File: config.mk
export PLATFORM = sky130hd
export DESIGN_NAME = fetch_sequencer
export DESIGN_NICKNAME = d
export VERILOG_FILES = /design/src/rtl/proc_pkg.sv /design/src/rtl/fetch_pc_reg.sv /design/src/rtl/fetch_sequencer.sv
export SDC_FILE = /design/constraint.sdc
export NUM_CORES = 1
export LEC_CHECK = 0
export CORE_MARGIN = 4
export CORE_UTILIZATION = 44
export CTS_CLUSTER_DIAMETER = 30
export DETAILED_ROUTE_END_ITERATION = 16
export PLACE_DENSITY = 0.94
export SLEW_MARGIN = 30
export SYNTH_ARGS = -nofsm -noshare
export SYNTH_HDL_FRONTEND = slang
export SYNTH_SLANG_ARGS = --single-unit
File: constraint.sdc
create_clock -name clk -period 2.8 [get_ports clk]
set_clock_uncertainty 0.05 [all_clocks]
set_input_delay 0.84 -clock clk [delete_from_list [all_inputs] [get_ports clk]]
set_output_delay 0.84 -clock clk [all_outputs]
set_load 0.01 [all_outputs]
File: src/rtl/proc_pkg.sv
// Shared processor definitions used by the fetch sequencer, decode and the
// processor top.
//   ADDR_W_DEF  : default instruction-memory word-address width
//   INSTR_W_DEF : default instruction width
//   RESET_PC    : program counter value after reset
//   fetch_state_e : fetch sequencer states
package proc_pkg;

   localparam int unsigned ADDR_W_DEF  = 16;
   localparam int unsigned INSTR_W_DEF = 72;

   localparam logic [ADDR_W_DEF-1:0] RESET_PC = '0;

   typedef enum logic [2:0] {
      IDLE,
      REQ,
      WAIT,
      HOLD,
      DROP
   } fetch_state_e;

endpackage

File: src/rtl/fetch_pc_reg.sv
// Program counter register for the fetch sequencer.
//   clk_i      : clock, rising edge
//   rst_i      : synchronous active-high reset, loads RESET_PC
//   redirect_i : load target_i (wins over inc_i)
//   target_i   : redirect target address
//   inc_i      : advance to the next word, wrapping at 2^ADDR_W
//   pc_o       : current program counter
module fetch_pc_reg #(
   parameter int unsigned        ADDR_W   = proc_pkg::ADDR_W_DEF,
   parameter logic [ADDR_W-1:0]  RESET_PC = proc_pkg::RESET_PC
) (
   input  logic              clk_i,
   input  logic              rst_i,
   input  logic              redirect_i,
   input  logic [ADDR_W-1:0] target_i,
   input  logic              inc_i,
   output logic [ADDR_W-1:0] pc_o
);

   logic [ADDR_W-1:0] pc_q;
   logic [ADDR_W-1:0] pc_d;

   always_comb begin
      pc_d = pc_q;
      if (redirect_i) begin
         pc_d = target_i;
      end else if (inc_i) begin
         pc_d = pc_q + {{(ADDR_W-1){1'b0}}, 1'b1};
      end
   end

   always_ff @(posedge clk_i) begin
      if (rst_i) begin
         pc_q <= RESET_PC;
      end else begin
         pc_q <= pc_d;
      end
   end

   assign pc_o = pc_q;

endmodule

File: src/rtl/fetch_sequencer.sv
// Instruction fetch sequencer: owns the PC, issues one instruction-memory
// request at a time, holds the returned word until decode accepts it, and
// redirects on branch/jump, discarding any in-flight fetch.
//   clk, rst               : clock and synchronous active-high reset
//   halt                   : blocks starting new requests only
//   Branch_en, Jump_en     : redirect strobes, both use redirect_target
//   redirect_target        : new PC on redirect
//   imem_req, imem_addr    : one-cycle request and its word address
//   imem_ack, imem_rdata   : response strobe and instruction word
//   instr_valid, instr_out, instr_pc : held instruction towards decode
//   instr_ready            : decode accepts the held instruction
//   busy                   : sequencer not idle
module fetch_sequencer #(
   parameter int unsigned        ADDR_W   = proc_pkg::ADDR_W_DEF,
   parameter int unsigned        INSTR_W  = proc_pkg::INSTR_W_DEF,
   parameter logic [ADDR_W-1:0]  RESET_PC = proc_pkg::RESET_PC
) (
   input  logic               clk,
   input  logic               rst,
   input  logic               halt,
   input  logic               Branch_en,
   input  logic               Jump_en,
   input  logic [ADDR_W-1:0]  redirect_target,
   output logic               imem_req,
   output logic [ADDR_W-1:0]  imem_addr,
   input  logic               imem_ack,
   input  logic [INSTR_W-1:0] imem_rdata,
   output logic               instr_valid,
   output logic [INSTR_W-1:0] instr_out,
   output logic [ADDR_W-1:0]  instr_pc,
   input  logic               instr_ready,
   output logic               busy
);

   import proc_pkg::*;

   fetch_state_e       state_q;
   fetch_state_e       state_d;
   logic               redirect;
   logic               pc_inc;
   logic [ADDR_W-1:0]  pc;
   logic [INSTR_W-1:0] instr_q;
   logic [INSTR_W-1:0] instr_d;
   logic [ADDR_W-1:0]  ipc_q;
   logic [ADDR_W-1:0]  ipc_d;

   assign redirect = Branch_en | Jump_en;

   fetch_pc_reg #(
      .ADDR_W   (ADDR_W),
      .RESET_PC (RESET_PC)
   ) u_pc (
      .clk_i      (clk),
      .rst_i      (rst),
      .redirect_i (redirect),
      .target_i   (redirect_target),
      .inc_i      (pc_inc),
      .pc_o       (pc)
   );

   always_comb begin
      state_d = state_q;
      pc_inc  = 1'b0;
      instr_d = instr_q;
      ipc_d   = ipc_q;
      unique case (state_q)
         IDLE: begin
            if (!halt) state_d = REQ;
         end
         // The request leaves this cycle regardless; a redirect can only
         // turn its eventual response into a discard.
         REQ: begin
            state_d = redirect ? DROP : WAIT;
         end
         WAIT: begin
            if (imem_ack) begin
               if (redirect) begin
                  state_d = halt ? IDLE : REQ;
               end else begin
                  instr_d = imem_rdata;
                  ipc_d   = pc;
                  pc_inc  = 1'b1;
                  state_d = HOLD;
               end
            end else if (redirect) begin
               state_d = DROP;
            end
         end
         // Redirect and accept both release the holding register; a
         // simultaneous accept still counts as a completed transfer.
         HOLD: begin
            if (redirect || instr_ready) state_d = halt ? IDLE : REQ;
         end
         DROP: begin
            if (imem_ack) state_d = halt ? IDLE : REQ;
         end
         default: begin
            state_d = IDLE;
         end
      endcase
   end

   always_ff @(posedge clk) begin
      if (rst) begin
         state_q <= IDLE;
         instr_q <= '0;
         ipc_q   <= '0;
      end else begin
         state_q <= state_d;
         instr_q <= instr_d;
         ipc_q   <= ipc_d;
      end
   end

   assign imem_req    = (state_q == REQ);
   assign imem_addr   = pc;
   assign instr_valid = (state_q == HOLD);
   assign instr_out   = instr_q;
   assign instr_pc    = ipc_q;
   assign busy        = (state_q != IDLE);

endmodule

==> impl_metrics.py <==
metrics = {
    "run_status": {
        "outcome": "completed",
    },
    "setup_path": {
        "crit_fanout": 9,
        "arrival_time_of_the_worst_setup_path_ps": 1730,
        "setup.worst_path.start_class": "register",
        "cpPeakStageDelay_ps": 490,
        "setup.worst_path.end_class": "output port",
        "rr_startpoint": "state_q[1]$_SDFFE_PP0P_",
        "crit_path_top_delay_cell": "sky130_fd_sc_hd__or3_2",
        "reg2reg_depth": 5,
        "reg2reg_to": "u_pc.pc_o[10]$_SDFFE_PP0P_",
        "timing_worst_setup_path_type": "register to output port",
        "r2r_slack_ps": 880,
        "crit_chain": "or3_2 > clkdlybuf4s50_1",
        "data_required_time_of_the_worst_path_ps": 1910,
    },
    "finish": {
        "final_core_util_pct": 69.3,
        "instances_no_fill": 834,
        "num_antenna_cells": 0,
        "fraction_of_final_layout_cells_sized_beyond_drive_strength_1_pct": 5.67,
        "area_growth_syn_to_layout_pct": 53.5,
        "stdcell_area_um2": 6410,
        "layout.nets": 796,
    },
    "sta": {
        "grt_setup_unrepaired": "no",
        "relSlewSlack_pct": 39.3,
        "final_period_util_pct": 93.5,
        "finalHoldViolCount": 0,
        "timing.final.setup_violations": 0,
        "count_of_final_max_slew_check_failures": 0,
        "fmax_mhz": 382,
        "worst_pin_slew_ps": 911,
        "min_period_ps": 2620,
        "final.setup.worst_slack_ps": 181,
        "finalSetupTns_ps": 0,
        "whs_ps": 407,
    },
    "synthesis": {
        "sequential_to_total_area_share_from_yosys_stat_pct": 51.3,
        "synthArstFlopShare_pct": 0,
        "ys_seq_elements": 107,
        "synthFlopType": "sky130_fd_sc_hd__dfxtp_1",
        "count_of_flip_flops_with_a_built_in_enable_after_synthesis": 0,
        "syn_area_um2": 4170,
        "yosys_warnings": 0,
        "synth.net_count": 613,
        "synthesis.instances": 517,
        "synthesis.area_per_instance_um2": 8.07,
        "synth.lib_cells_used.distinct": 43,
    },
    "clock_network": {
        "numClockSinks": 107,
        "clk-insertion-delay-late_ps": 350,
        "cts_hold_buffers": 0,
        "cts.clk_slew.worst_paths_ps": 100,
        "cts_resized": 0,
        "clk_root_buffer_cell": "sky130_fd_sc_hd__clkbuf_8",
        "max-clock-path-buffers": 2,
        "cts_inserted_buffers": 9,
        "cts_setup_buffers": 0,
        "tritoncts": "yes",
        "htreeDepth": 3,
    },
    "pwr": {
        "leakage_nw": 2.14,
        "p_per_area_nw_per_um2": 434,
        "tot_pwr_mw": 2.78,
        "vdd_ir_drop_max_mv": 0.295,
    },
    "floorplanning": {
        "die-width_um": 105,
        "pin_count": 202,
        "floorplan.initialDensity_pct": 45.2,
        "fp.coreArea_um2": 9240,
        "chipHeight_um": 105,
        "num_rows": 35,
        "die_area_um2": 11100,
    },
    "min_path": {
        "path_class_of_the_lowest_slack_min_delay_path": "register to register",
        "min_from": "instr_out[22]$_SDFFE_PP0P_",
        "hold_depth": 2,
        "min_delay_worst_endpoint": "instr_out[22]$_SDFFE_PP0P_",
    },
    "place": {
        "place.port_buffers": 201,
        "dpl_worst_slack_ps": 113,
        "placedCellCount": 818,
        "detailed_place_hpwl_mm": 9.39,
        "gp_routability_congestion": 0.799,
        "postPlaceCellArea_um2": 6230,
    },
    "routing": {
        "vias_per_cell": 5.12,
        "wl_mm": 12.6,
        "antenna_left": 0,
        "detail_route.iter0.violations": 210,
        "drt-pass1-iter-count": 6,
        "wire_per_inst_um": 15.1,
        "detail_route.drc_violations": 0,
        "dr_total_vias": 4272,
    },
    "global_route": {
        "grt_first_pass_wirelength_mm": 20.0,
        "grt_max_degree": 92,
        "globalRouteTotalUtil_pct": 21.8,
        "grt_pass1_vias": 4219,
        "grt_antenna_before_repair": 0,
        "gr-total-overflow": 0,
    },
    "job": {
        "maxCapViolations": 0,
    },
}
-- metal layers --
layer / track usage [%] / routed length, µm / share of wire, %
met5: 0 / 0 / 0
met4: 9.09 / 375 / 3.0
met3: 6.18 / 1070 / 8.5
met2: 37.3 / 6130 / 49
met1: 25.5 / 5020 / 40
-- cells in the final DEF (no fill, tap or decap), drive strengths merged, types with 3 or more instances in the layout --
| master | synthesis | routed |
|---|---|---|
| a211oi | 9 | 9 |
| a21oi | 91 | 91 |
| a311oi | 6 | 6 |
| a31oi | 3 | 3 |
| and3 | 5 | 5 |
| buf | 9 | 10 |
| clkbuf | 28 | 9 |
| clkdlybuf4s50 | 0 | 200 |
| dfxtp | 107 | 107 |
| inv | 3 | 8 |
| nand2 | 186 | 186 |
| nand3 | 5 | 5 |
| nand4 | 5 | 5 |
| nor2 | 17 | 17 |
| o21ai | 4 | 4 |
| o31ai | 4 | 4 |
| or3 | 4 | 4 |
| or4 | 5 | 5 |
| xor2 | 6 | 6 |
-- kinds of logic after synthesis --
family / Yosys count / synth area share [%]
muxes: 2 / 0.480
AOI/OAI and AO/OA: 121 / 16.2
buffers and inverters: 41 / 5.37
DFF: 107 / 51.3
adders and majority gates: 1 / 0.300
xor gates and xnor gates: 8 / 1.68
and+or+nand+nor: 237 / 24.6
-- cell usage after synthesis, types with 2 or more instances --
| library cell | count | area (µm²) |
|---|---|---|
| sky130_fd_sc_hd__nand2_1 | 185 | 694 |
| sky130_fd_sc_hd__dfxtp_1 | 107 | 2140 |
| sky130_fd_sc_hd__a21oi_1 | 91 | 455 |
| sky130_fd_sc_hd__clkbuf_1 | 23 | 86.3 |
| sky130_fd_sc_hd__nor2_1 | 16 | 60.1 |
| sky130_fd_sc_hd__a211oi_1 | 9 | 67.6 |
| sky130_fd_sc_hd__buf_2 | 7 | 35.0 |
| sky130_fd_sc_hd__a311oi_1 | 6 | 52.6 |
| sky130_fd_sc_hd__xor2_1 | 6 | 52.6 |
| sky130_fd_sc_hd__nand3_1 | 5 | 25.0 |
| sky130_fd_sc_hd__or4_1 | 5 | 37.5 |
| sky130_fd_sc_hd__and3_1 | 4 | 25.0 |
| sky130_fd_sc_hd__clkbuf_8 | 4 | 55.1 |
| sky130_fd_sc_hd__nand4_1 | 4 | 25.0 |
| sky130_fd_sc_hd__o21ai_0 | 4 | 20.0 |
| sky130_fd_sc_hd__o31ai_1 | 4 | 30.0 |
| sky130_fd_sc_hd__a31oi_1 | 3 | 18.8 |
| sky130_fd_sc_hd__inv_1 | 3 | 11.3 |
| sky130_fd_sc_hd__or3_2 | 3 | 22.5 |
| sky130_fd_sc_hd__and4_2 | 2 | 20.0 |
| sky130_fd_sc_hd__buf_6 | 2 | 22.5 |
| sky130_fd_sc_hd__mux2i_1 | 2 | 20.0 |
| sky130_fd_sc_hd__xnor2_1 | 2 | 17.5 |
-- power breakdown --
| group | internal (mW) | switching, mW |
|---|---|---|
| Clock | 0.341 | 0.545 |
| Sequential | 1.54 | 0.0387 |
| Combinational | 0.198 | 0.116 |
-- layout make-up --
type | count | area [µm²]
clock buffer | 9 | 124
clock inverter | 7 | 56.3
fill | 733 | 2830
tap | 129 | 161
inverter | 3 | 11.3
timing repair buffer | 210 | 2100
sequential | 107 | 2140
multi-input combinational | 369 | 1810
-- worst max-delay path: cells and delay by family, from the launching register on --
| family | cells | cell delay [ps] |
|---|---|---|
| buffers and inverters | 1 | 490 |
| DFF | 1 | 400 |
| and+or+nand+nor | 1 | 490 |
-- registers in the layout, summed over array words and instances (netlist names) --
register,cells
u_pc.pc_o,16
instr_pc,16
state_q,3
instr_out,72
-- worst max path at each step --
stage	to	start	slack, ps	cells after the start
2_1_floorplan	u_pc.pc_o[13]$_SDFFE_PP0P_	imem_ack	710	4
3_3_place_gp	u_pc.pc_o[9]$_SDFFE_PP0P_	imem_ack	130	6
3_5_place_dp	u_pc.pc_o[10]$_SDFFE_PP0P_	imem_ack	110	6
4_1_cts	busy	state_q[2]$_SDFFE_PP0P_	160	2
5_1_grt	busy	state_q[2]$_SDFFE_PP0P_	110	2
6_report	busy	state_q[2]$_SDFFE_PP0P_	180	2
(Power assumes the default switching activity.)
==> edit 1 (same settings) <==
The package constant `INSTR_W_DEF` goes from 72 to 76.
--- a/src/rtl/proc_pkg.sv
+++ b/src/rtl/proc_pkg.sv
@@ -7,7 +7,7 @@
 package proc_pkg;
 
    localparam int unsigned ADDR_W_DEF  = 16;
-   localparam int unsigned INSTR_W_DEF = 72;
+   localparam int unsigned INSTR_W_DEF = 76;
 
    localparam logic [ADDR_W_DEF-1:0] RESET_PC = '0;
 
Interface: changed (resized imem_rdata and instr_out); port bits go from 202 to 210. The function was not compared with the original's and may differ.
==> edit 1 against the unedited design <==
Final area increased by 4.4%; routed wire length rose by 3.0%; setup slack lost 49 ps; register-to-register slack worse by 80 ps; sequential cell count up 4; power increased by 9.1%; area after synthesis up 0.72%; critical endpoint is now instr_valid; sequential share of layout area down 0.19 points; count of clock-buffer cells in the layout up 1.
==> edit 1: results (changes against the unedited design) <==
metric;value;unit;change
Slowest Stage Delay on Critical Path;580;ps;+90 ps
pre-CTS worst setup slack;63.6;ps;-48.9 ps
post-CTS setup buffer count;0;;unchanged
Worst Reg-to-Reg Cells;4;;-1
drt first-iter violations;206;;-1.9%
CP Max Fanout;8;;-1
clock-pin slew on the worst setup and hold paths;100;ps;about the same
ys async rst share;0;%;unchanged
Leakage;2.22;nW;+3.8%
post-CTS sizing;0;;unchanged
sequential-to-total area share from yosys stat;52.9;%;+1.5 points
syn_area_per_cell;7.87;um2;-2.5%
Slew Limit Headroom;72.0;%;+33 points
PortBufs;209;;+4.0%
share of cells above drive strength 1;5.18;%;-0.49 points
Hold Startpoint;instr_out[42];;
top post-synthesis cells by count;nand2_1 (193), dfxtp_1 (111), a21oi_1 (93);;
Reg power frac;54.2;%;-2.7 points
Remaining DRCs;0;;unchanged
gp weighted congestion;0.811;;+1.5%
CP endpoint;instr_valid;;
max reg flops;76;;+5.6%
Critical Path Source;state_q[1];;
slowest CP cell;clkdlybuf4s50_1;;
top cells by area, synth;dfxtp_1 (53%), nand2_1 (17%), a21oi_1 (11%);;
Hold WC Path Type;flop to flop;;
r2r endpoint;u_pc.pc_o[15];;
largest net degree at the start of global routing;96;;+4.3%
Netlist cell types;37;;-14%
dpl hpwl;9550;um;+1.7%
final wirelength;13000;um;+3.0%
Ant. Diodes;0;;unchanged
Pre-antenna DRT Iters;4;;-2
Sw Ratio;23.3;%;-1.9 points
critical path arrival;1780;ps;+50 ps
nets;828;;+4.0%
drt wl/cell;15.0;um;-0.30%
clk_lat worst skew;360;ps;
Peak Freq;375;MHz;-1.9%
FF-to-FF Start;u_pc.pc_o[2];;
Via Count;4392;;+2.8%
status;finished, final reports clean;;
number of global-route vias before repair;4335;;+2.7%
maximum root-to-sink buffer count;2;;unchanged
first-pass GRT wire length;20800;um;+4.1%
Total GRT Usage;22.6;%;+0.78 points
syn nets;634;;+3.4%
reg-to-reg slack, setup;800;ps;-80 ps
# fillers;698;;-4.8%
Cells after DPL;846;;+3.4%
initial antenna violation count;0;;unchanged
maximum VDD drop;0.000293;V;-0.78%
## edit 1: cell types whose count changed in the layout (fill, tap and decap cells not counted), sizes merged, moves of 4 or more
cell,before,now
nor2,17,21
nor2b,0,4
clkdlybuf4s50,200,208
dfxtp,107,111
inv,8,4
or4,5,1
nand2,186,193
## edit 1: per-layer routing
layer  wire, um  GRT usage [%]  vias to the layer above
met2       6420           39.5                      189
met5          0              0                        -
met4        295           7.49                        0
met3       1070           6.80                       21
li1           -              -                     2162
met1       5180           26.4                     2020
## edit 1: cells by family (layout without fill, tap and decap cells)
logic type	after synthesis	in the layout	synth area share, %
AO/OA/AOI/OAI	121	121	16.2
XOR/XNOR	10	10	2.08
adder cells (fa/ha/maj)	1	1	0.298
buffers and inverters	40	239	3.81
flip-flops	111	111	52.9
AND/OR/NAND/NOR	251	251	24.8
## edit 1: critical path, delay by kind of cell (launching register included)
| family | cells | cell delay (ps) |
|---|---|---|
| buf+inv | 1 | 580 |
| flops | 1 | 450 |
| simple gates | 2 | 400 |
## edit 1: per-stage QoR
stage          power, W  utilization, %  area [um2]
5_1_grt         0.00317            72.0        6690
3_5_place_dp    0.00202            69.6        6460
6_report        0.00304            72.0        6690
4_1_cts         0.00306            72.0        6680
3_3_place_gp    0.00201            69.6        6460
2_1_floorplan   0.00179               -        4200
## edit 1: area by class of cell
| type | count | area [um2] | share of cell area [%] |
|---|---|---|---|
| clock buffers | 10 | 128 | 1.91 |
| inverters | 2 | 7.51 | 0.112 |
| clock inverters | 6 | 91.3 | 1.37 |
| flip-flops and latches | 111 | 2220 | 33.2 |
| repair buffers | 221 | 2230 | 33.3 |
| well taps | 129 | 161 | 2.41 |
| multi-input cells | 383 | 1850 | 27.6 |
## edit 1: worst min-delay path by stage
| stage | end | slack [ps] | depth (start not counted) |
|---|---|---|---|
| final | instr_out[42] | 410 | 2 |
| after detailed placement | instr_out[42] | 400 | 2 |
| after CTS | instr_out[42] | 410 | 2 |
| after global routing | instr_out[1] | 430 | 2 |
| after floorplan | instr_out[0] | 430 | 2 |
| after global placement | instr_out[65] | 390 | 2 |
## edit 1: power groups by stage
stage                     logic [W]  registers (W)  clock network, W
after detailed placement   0.000341        0.00168                 0
after floorplan            0.000113        0.00168                 0
after global routing       0.000367        0.00165           0.00115
final                      0.000343        0.00164           0.00105
after global placement     0.000335        0.00168                 0
after CTS                  0.000344        0.00164           0.00107
==> edit 2 (same settings) <==
Made on the original files. The 5 states of `fetch_state_e` get a one-hot encoding in 5 bits.
--- a/src/rtl/proc_pkg.sv
+++ b/src/rtl/proc_pkg.sv
@@ -11,12 +11,12 @@
 
    localparam logic [ADDR_W_DEF-1:0] RESET_PC = '0;
 
-   typedef enum logic [2:0] {
-      IDLE,
-      REQ,
-      WAIT,
-      HOLD,
-      DROP
+   typedef enum logic [4:0] {
+      IDLE = 5'b00001,
+      REQ  = 5'b00010,
+      WAIT = 5'b00100,
+      HOLD = 5'b01000,
+      DROP = 5'b10000
    } fetch_state_e;
 
 endpackage
Function: no difference found for any inputs over 10 cycles, from zero or initial values and one cycle with rst high; not proved beyond that.
==> edit 2 against the unedited design <==
Die area is 3.4% higher; area after synthesis increased by 3.7%; highest routed layer unchanged; final area increased by 2.6%; final cell count grew 1.8%; routed wire length is 1.4% higher; clock power shrank 3.6%; global-route usage is 0.28 points lower; setup slack worse by 60 ps; power is 0.65% lower; sequential cell count rose by 2; largest cell class unchanged; first-iteration DRC count decreased by 7.6%.
==> edit 2: results (changes against the unedited design) <==
metric;value;unit;change
Placed Area;6380;um2;+2.5%
pre-CTS worst setup slack;200;ps;+87.0 ps
top post-synthesis cells by count;nand2_1 (183), dfxtp_1 (109), a21oi_1 (90);;
dominant synthesized flop cell;dfxtp_1;;
clock-pin slew on the worst setup and hold paths;100;ps;about the same
Via density;5.07;;-1.0%
Leakage;2.16;nW;+1.3%
Ant. Diodes;0;;unchanged
syn nets;627;;+2.3%
first-pass GRT wire length;20100;um;+0.69%
syn_area_per_cell;8.15;um2;+0.93%
drt wl/cell;15.0;um;-0.41%
maximum VDD drop;0.000294;V;-0.22%
largest net degree at the start of global routing;52;;-43%
Ys Warns;0;;unchanged
CP Max Fanout;6;;-3
top cells by area, synth;dfxtp_1 (50%), nand2_1 (16%), a21oi_1 (10%);;
drt first-iter violations;194;;-7.6%
Netlist cell types;39;;-9.3%
max reg flops;72;;unchanged
Total GRT Usage;21.5;%;-0.28 points
Cells after DPL;831;;+1.6%
slew at the pin closest to its max-slew limit;539;ps;-372 ps
nets;811;;+1.9%
htree depth;3;;unchanged
sequential-to-total area share from yosys stat;50.4;%;-0.89 points
# fillers;713;;-2.7%
Pre-antenna DRT Iters;4;;-2
critical path arrival;1790;ps;+60 ps
number of global-route vias before repair;4161;;-1.4%
final wirelength;12800;um;+1.4%
share of cells above drive strength 1;6.11;%;+0.44 points
status;finished, final reports clean;;
dpl hpwl;9680;um;+3.1%
gp weighted congestion;0.859;;+7.4%
==> edit 2: cell count changes after synthesis, moves of 4 or more <==
cell / unedited run / this run
clkbuf_8: 4 / 0
nor2_1: 16 / 27
o31ai_1: 4 / 0
a311oi_1: 6 / 1
xor2_1: 6 / 13
clkbuf_1: 23 / 16
a211oi_2: 0 / 7
buf_6: 2 / 7
or4_1: 5 / 0
buf_2: 7 / 14
nor3_1: 0 / 4
==> edit 2: through the flow <==
stage	hold slack, ps	utilization (%)
4_1_cts	412	69.6
3_5_place_dp	397	67.8
2_1_floorplan	431	-
6_report	408	69.8
5_1_grt	428	69.8
3_3_place_gp	391	67.8
==> edit 2: logic make-up (layout without fill, tap and decap cells) <==
logic type	after synthesis	after routing	synth area share [%]
fa+ha+maj	1	1	0.289
xor+xnor	17	17	3.44
buf+inv	40	229	5.18
compound gates	113	113	15.1
flops	109	109	50.4
simple gates	251	251	25.5
==> edit 2: worst max-delay path, cell delays in order (launching register included) <==
cell and delay (ps):
dfxtp_1 410, nor3_1 380, nand3b_1 150, clkdlybuf4s50_1 500
==> edit 2: repair_timing <==
item,CTS,global route
buffers inserted,0,2
endpoints found under the setup margin,0,1
gates resized for setup,0,1
hold endpoints to repair,0,0
==> edit 2: final timing paths <==
check / start / end / cells after the start / slack [ps]
setup / recovery: state_q[2] / busy / 3 / 120
hold / removal: instr_out[71] / instr_out[71] / 2 / 410
setup reg to reg: state_q[0] / instr_out[50] / 7 / 880
hold reg to reg: instr_out[71] / instr_out[71] / 2 / 410
==> edit 2: cell type report <==
class | instances | area share (%)
clock buffers | 10 | 1.94
clock inverters | 6 | 0.705
inverters | 2 | 0.114
multi-input cells | 382 | 29.3
flip-flops and latches | 109 | 33.2
well taps | 129 | 2.46
repair buffers | 211 | 32.3
==> edit 2: metal layers <==
layer | share of wire, % | vias to the layer above | global-route usage, %
met5 | 0 | - | 0
met4 | 1.7 | 0 | 7.12
met3 | 9.0 | 17 | 6.62
met2 | 51 | 170 | 39.1
met1 | 38 | 2000 | 23.7
li1 | - | 2117 | -
==> edit 2: report_power, final <==
part	switching, W	internal, W
logic	0.000111	0.000193
clock network	0.000521	0.000333
registers	0.0000365	0.00157
total	0.000668	0.00210
